## src/rtl/ychip_int_ctrl.sv

```systemverilog
// yChip upstream control stage: boot redirect, interrupt entry and return redirect.
// Optional ICTRL_IRQ_LEVEL_EN selects level-sensitive irq sampling instead of rising-edge latching.
module ychip_int_ctrl #(
  parameter logic [31:0] RESET_VECTOR = 32'd128,
  parameter int          NUM_IRQ      = 4,
  parameter logic [31:0] VEC_BASE     = 32'd512,
  parameter logic [31:0] VEC_STRIDE   = 32'd16
) (
  input  logic               clk,
  input  logic               rst,
  input  logic [NUM_IRQ-1:0] irq,
  input  logic               ie,
  input  logic               ret,
  input  logic [31:0]        pc_in,
  output logic               INT,
  output logic [31:0]        entryPoint,
  output logic [2:0]         cause,
  output logic [31:0]        epc,
  output logic [NUM_IRQ-1:0] pending,
  output logic               in_isr
);

  localparam logic [2:0] ST_BOOT   = 3'd0;
  localparam logic [2:0] ST_RUN    = 3'd1;
  localparam logic [2:0] ST_TAKE   = 3'd2;
  localparam logic [2:0] ST_ISR    = 3'd3;
  localparam logic [2:0] ST_RESUME = 3'd4;

  logic [2:0]         state_reg;
  logic               int_reg;
  logic [31:0]        entry_reg;
  logic [2:0]         cause_reg;
  logic [31:0]        epc_reg;
  logic [NUM_IRQ-1:0] pending_reg;
  logic [NUM_IRQ-1:0] pending_next;
  logic               in_isr_reg;
  logic [2:0]         idx;
  logic [31:0]        vec_addr;
  logic               take;

  // Fixed priority: scanning downward leaves the lowest set bit in idx.
  always_comb begin
    idx = 3'd0;
    for (int i = NUM_IRQ - 1; i >= 0; i--) begin
      if (pending_reg[i]) idx = 3'(i);
    end
  end

  assign vec_addr = VEC_BASE + ({29'd0, idx} * VEC_STRIDE);
  assign take     = (state_reg == ST_RUN) && ie && (|pending_reg);

`ifdef ICTRL_IRQ_LEVEL_EN
  // Level mode: pending simply mirrors the request lines, the handler must drop them.
  assign pending_next = irq;
`else
  logic [NUM_IRQ-1:0] irq_q_reg;
  logic [NUM_IRQ-1:0] take_mask;

  generate
    for (genvar gi = 0; gi < NUM_IRQ; gi++) begin : g_pend
      assign take_mask[gi] = take && (idx == 3'(gi));
      // A new rising edge wins over a clear in the same cycle.
      assign pending_next[gi] = (irq[gi] & ~irq_q_reg[gi]) | (pending_reg[gi] & ~take_mask[gi]);
    end
  endgenerate

  always_ff @(posedge clk or posedge rst) begin
    if (rst) irq_q_reg <= '0;
    else     irq_q_reg <= irq;
  end
`endif

  always_ff @(posedge clk or posedge rst) begin
    if (rst) begin
      state_reg   <= ST_BOOT;
      int_reg     <= 1'b1;
      entry_reg   <= RESET_VECTOR;
      cause_reg   <= 3'd0;
      epc_reg     <= 32'd0;
      pending_reg <= '0;
      in_isr_reg  <= 1'b0;
    end else begin
      pending_reg <= pending_next;
      case (state_reg)
        ST_BOOT: begin
          state_reg <= ST_RUN;
          int_reg   <= 1'b0;
        end
        ST_RUN: begin
          if (take) begin
            state_reg  <= ST_TAKE;
            int_reg    <= 1'b1;
            entry_reg  <= vec_addr;
            cause_reg  <= idx;
            epc_reg    <= pc_in;
            in_isr_reg <= 1'b1;
          end
        end
        ST_TAKE: begin
          state_reg <= ST_ISR;
          int_reg   <= 1'b0;
        end
        ST_ISR: begin
          if (ret) begin
            state_reg <= ST_RESUME;
            int_reg   <= 1'b1;
            entry_reg <= epc_reg;
          end
        end
        ST_RESUME: begin
          state_reg  <= ST_RUN;
          int_reg    <= 1'b0;
          in_isr_reg <= 1'b0;
        end
        default: begin
          state_reg <= ST_BOOT;
          int_reg   <= 1'b1;
          entry_reg <= RESET_VECTOR;
        end
      endcase
    end
  end

  assign INT        = int_reg;
  assign entryPoint = entry_reg;
  assign cause      = cause_reg;
  assign epc        = epc_reg;
  assign pending    = pending_reg;
  assign in_isr     = in_isr_reg;

endmodule

```

## config.mk

```make
export PLATFORM = sky130hd
export DESIGN_NAME = ychip_int_ctrl
export DESIGN_NICKNAME = d
export VERILOG_FILES = /design/src/rtl/ychip_int_ctrl.sv
export SDC_FILE = /design/constraint.sdc
export NUM_CORES = 1
export LEC_CHECK = 0
export ABC_AREA = 0
export BUFFER_PORTS_ARGS = -buffer_cell sky130_fd_sc_hd__buf_2
export CELL_PAD_IN_SITES_DETAIL_PLACEMENT = 1
export CELL_PAD_IN_SITES_GLOBAL_PLACEMENT = 2
export CORE_MARGIN = 4
export CORE_UTILIZATION = 32
export CTS_CLUSTER_SIZE = 10
export DETAILED_ROUTE_END_ITERATION = 12
export GPL_ROUTABILITY_DRIVEN = 0
export PLACE_DENSITY = 0.88
export REMOVE_ABC_BUFFERS = 1
export SLEW_MARGIN = 10
export SYNTH_ARGS = -nofsm -noshare
export SYNTH_HDL_FRONTEND = slang
export SYNTH_SLANG_ARGS = --single-unit
```

## constraint.sdc

```tcl
create_clock -name clk -period 3.14 [get_ports clk]
set_input_delay 0.628 -clock clk [delete_from_list [all_inputs] [get_ports clk]]
set_output_delay 0.628 -clock clk [all_outputs]
set_load 0.02 [all_outputs]
```

Yosys cells after proc, flatten, opt, wreduce, memory -nomap -nowiden
Cells that the tools add are included.
{ "word_totals": {"wordCells": 69, "in_bits": 40, "ff_bits": 80} }
{ "op_classes": {"n_addsub": 1, "bitwise": 21, "eq_ne": 9, "muxes": 14, "n_reduce_logical": 16} }
{ "ops": {"columns": ["cell", "n"], "rows": [
  ["$pmux 32 s3", 1],
  ["$mux 32", 2],
  ["$mux 3", 5],
  ["$eq 3x2->1 const B", 4],
  ["$pmux 3 s4", 1],
  ["$add 10x7->11 const A", 1],
  ["$not 1->1", 9],
  ["$and 1x1->1", 8],
  ["$eq 3x1->1 const B", 2],
  ["$logic_and 1x1->1", 6],
  ["$logic_not 3->1", 2],
  ["$reduce_and 2->1", 3],
  ["$ne 2x2->1 const B", 2],
  ["$or 1x1->1", 4],
  ["$reduce_or 4->1", 1],
  ["$eq 3x3->1 const B", 1],
  ["$pmux 1 s3", 1],
  ["$reduce_and 3->1", 1],
  ["$reduce_or 3->1", 1],
  ["$mux 1", 2],
  ["$mux 2", 1],
  ["$pmux 1 s2", 1],
  ["$reduce_bool 2->1", 1],
  ["$reduce_or 2->1", 1]
]} }

Logic depth before layout (Yosys ltp)
{ "depth": {"depth_word": 9, "ltp_mapped": 6, "depth_no_buf": 4} }

Least setup slack after synthesis
OpenSTA, ideal clock, no wires.
{ "synth_path": {"kind": "input to register", "start": "input ie", "end": "register epc_reg[10], in the netlist epc[10]", "path_stages": 5, "setup_slack_ns": 1.386, "arrival_time_ns": 1.629, "setup_ns": 0.125, "n_path_buf": 2, "path_cell_list": "nand4bb_1 > buf_2 > nor2_2 > buf_6 > mux2_2"} }
{ "synth_between": {"elab_chain_cells": 3} }
{ "synth_rtl": {"columns": ["element", "line_no", "text"], "rows": [
  ["from (decl)", "12", "input logic ie,"],
  ["$logic_and 1x1->1 (2 in series)", "50", "assign take = (state_reg == ST_RUN) && ie && (|pending_reg);"],
  ["$reduce_and 2->1 (no line)", null, null],
  ["to (signal assigned)", "95", "epc_reg <= pc_in;"],
  ["to (decl)", "33", "logic [31:0] epc_reg;"]
]} }
No other way between the ends.
A chain may end at the register's enable or synchronous reset.

Worst setup path in the final report
{ "layout_path": {"start": "register state_reg[1]", "end": "register entry_reg[23], in the netlist entryPoint[23]"} }
{ "layout_between": {"elab_chain_cells": 5, "word_cells_on_any_way": 13} }
{ "layout_rtl": {"columns": ["element", "line_no", "text"], "rows": [
  ["from (decl)", "29", "logic [2:0] state_reg;"],
  ["from (signal assigned)", "75", "state_reg <= ST_BOOT;"],
  ["from (signal assigned)", "86", "state_reg <= ST_RUN;"],
  ["from (signal assigned)", "91", "state_reg <= ST_TAKE;"],
  ["$eq 3x1->1", "50, 84", null],
  ["$logic_and 1x1->1 (2 in series)", "50", null],
  ["$ne 2x2->1 (no line)", null, null],
  ["$reduce_and 3->1 (no line)", null, null],
  ["to (signal assigned)", "93", "entry_reg <= vec_addr;"],
  ["to (signal assigned)", "107", "entry_reg <= epc_reg;"],
  ["to (decl)", "31", "logic [31:0] entry_reg;"]
]} }
Parallel ways exist; a longest one is shown, timed or not.

==> impl_metrics.tcl <==
set metrics [dict create \
    rows 35 \
    setup_viol 0 \
    synth.avg_cell_area_um2 14.6 \
    cts.htree.levels 3 \
    hold_violations 0 \
    route.final.wire_length_um 7100 \
    fp.dieW_um 105 \
    syn_inst 208 \
    rr_worst_depth 4 \
    final_nets 361 \
    ys_ff_latch 79 \
    grt_pass1_vias 2312 \
    cp.required_ns 3.41 \
    cts_setup_buffers 0 \
    min_path_type "input port to asynchronous set/reset pin" \
    cap_violations 0 \
    ant_nets 0 \
    dieHeight_um 105 \
    clock-sinks 79 \
    drv_slew 0 \
    grt_remaining_overflow 0 \
    final_common_cell "buf_2" \
    grt_max_degree 47 \
    worst_slack_ns 1.12 \
    dp_hpwl_um 5210 \
    initial_core_util_pct 32.8 \
    cts_resized 0 \
    drtIter0Drc 68 \
    insertion_delay_ns 0.33 \
    die-area_um2 11100 \
    antenna_found_initial 0 \
    num_io_pins 113 \
    final_cell_mix "111 x buf_2, 77 x dfrtp_1, 32 x mux2_2" \
    worstPathArrival_ns 2.29 \
    end_kind "flip-flop" \
    p_leak_nw 1.96 \
    dp_cells 439 \
    ctsHoldBuffers 0 \
    path_class "flip-flop to flip-flop" \
    grt_setup_unrepaired "no" \
    antenna_cells 0 \
    clk_path_buf_depth 2 \
    yosysSeqAreaShare_pct 65.2 \
    tightest_slew_ns 0.753 \
    synth.distinct_cells 29 \
    ys_warn_count 0 \
    coreArea_um2 9240 \
    fin_crit_sh_pct 64.4 \
    post_drt_wl_per_cell_um 15.6 \
    skew_ns 0.0109 \
    layout_min_cycle_time_ns 2.02 \
    grt_pass1_wl_um 11900 \
    place_ws_ns 1.08 \
    relSlewSlack_pct 49.7 \
    dr.pass1.iters 4 \
    cts_tree "built" \
    drcViolationCount 0 \
    areaGrowthSynthToFinish_pct 29.4 \
    grtUsageTotal_pct 13.4 \
    num_vias 2110 \
    post_drt_via_cell_ratio 4.65 \
    fmax_mhz 495 \
    port_buffers 111 \
    worst-path-max-fanout 17 \
    netlist_area_um2 3030 \
    path_clk_slew_ns 0.08 \
    final_cells 454 \
    cts_root_buffer "clkbuf_8" \
    powerDensity_nw_per_um2 1180 \
    drive_gt1_share_pct 52.3 \
    holdWs_ns 0.340 \
    start_kind "flip-flop" \
    fin_setup_tns_ns 0 \
    cts_buffers 9 \
    status "completed" \
    vdd_drop_max_mv 0.474 \
]
==> cell usage after synthesis <==
library cell	instances	area [um^2]
dfrtp_1	77	1930
mux2_2	32	360
a22o_1	28	245
nor2_1	10	37.5
a21oi_1	7	35.0
inv_1	7	26.3
o21ai_0	7	35.0
buf_6	6	67.6
nand2_1	6	22.5
buf_2	3	15.0
buf_4	2	15.0
dfstp_2	2	52.6
mux2_1	2	22.5
nand2b_1	2	12.5
nor2b_1	2	12.5
o22a_1	2	17.5
a21o_1	1	7.51
a31oi_1	1	6.26
a32o_1	1	10.0
clkbuf_1	1	3.75
conb_1	1	3.75
nand2_4	1	11.3
nand4bb_1	1	11.3
nor2_2	1	6.26
nor4_4	1	21.3
o21a_1	1	7.51
o311ai_4	1	26.3
or3_2	1	7.51
or4_1	1	7.51
==> path summary, 6_finish.rpt <==
| kind | from | endpoint | slack [ns] |
|---|---|---|---|
| setup reg to reg | state_reg[1] | entryPoint[23] | 1.12 |
| max in group asynchronous | rst | entryPoint[31] | 2.15 |
| min in group clk | irq[2] | irq_q_reg[2] | 0.42 |
| setup / recovery | state_reg[1] | entryPoint[23] | 1.12 |
| hold / removal | rst | irq_q_reg[2] | 0.34 |
| hold reg to reg | irq_q_reg[2] | pending[2] | 0.43 |
==> where the power goes <==
group          internal [mW]  leakage [nW]  total (mW)  switching [mW]
logic                  0.788         0.880        1.94            1.15
clock network          0.467         0.112       0.824           0.357
registers               1.49         0.972        1.86           0.369
total                   2.74          1.96        4.62            1.88
==> cell type report <==
class | instances | area (um^2)
well taps | 129 | 161
repair buffers | 114 | 603
flip-flops and latches | 79 | 1980
clock inverters | 5 | 82.6
clock buffers | 10 | 138
multi-input cells | 110 | 935
inverters | 7 | 27.5
fillers | 990 | 5310
==> worst max-delay path, stage by stage (launching register included) <==
cell and delay [ns]:
dfrtp_1 0.63, nand2_1 0.22, nor2_2 0.63, buf_4 0.31, a22o_1 0.17
==> per-stage QoR <==
step           utilization, %  area [um^2]  power [mW]
2_1_floorplan               -         2930        3.08
3_3_place_gp             40.1         3710        3.80
3_5_place_dp             40.1         3710        3.86
4_1_cts                  42.5         3930        4.71
5_1_grt                  42.5         3930        4.94
6_report                 42.5         3930        4.62
==> cells by family (layout without fill, tap and decap cells) <==
logic type | Yosys count | in the layout | synth area share [%]
AOI/OAI and AO/OA | 49 | 49 | 12.9
buffers and inverters | 19 | 136 | 4.21
DFF | 79 | 79 | 65.2
muxes | 34 | 34 | 12.6
other | 1 | 1 | 0.124
and+or+nand+nor | 26 | 26 | 4.95
==> routing by layer <==
layer / global-route usage, % / vias up / wire length (um)
li1: - / 972 / -
met2: 21.1 / 79 / 3360
met1: 17.6 / 1050 / 3140
met3: 3.98 / 9 / 529
met5: 0 / - / 0
met4: 4.50 / 0 / 74
No activity file was read; power rests on OpenSTA's default activity.
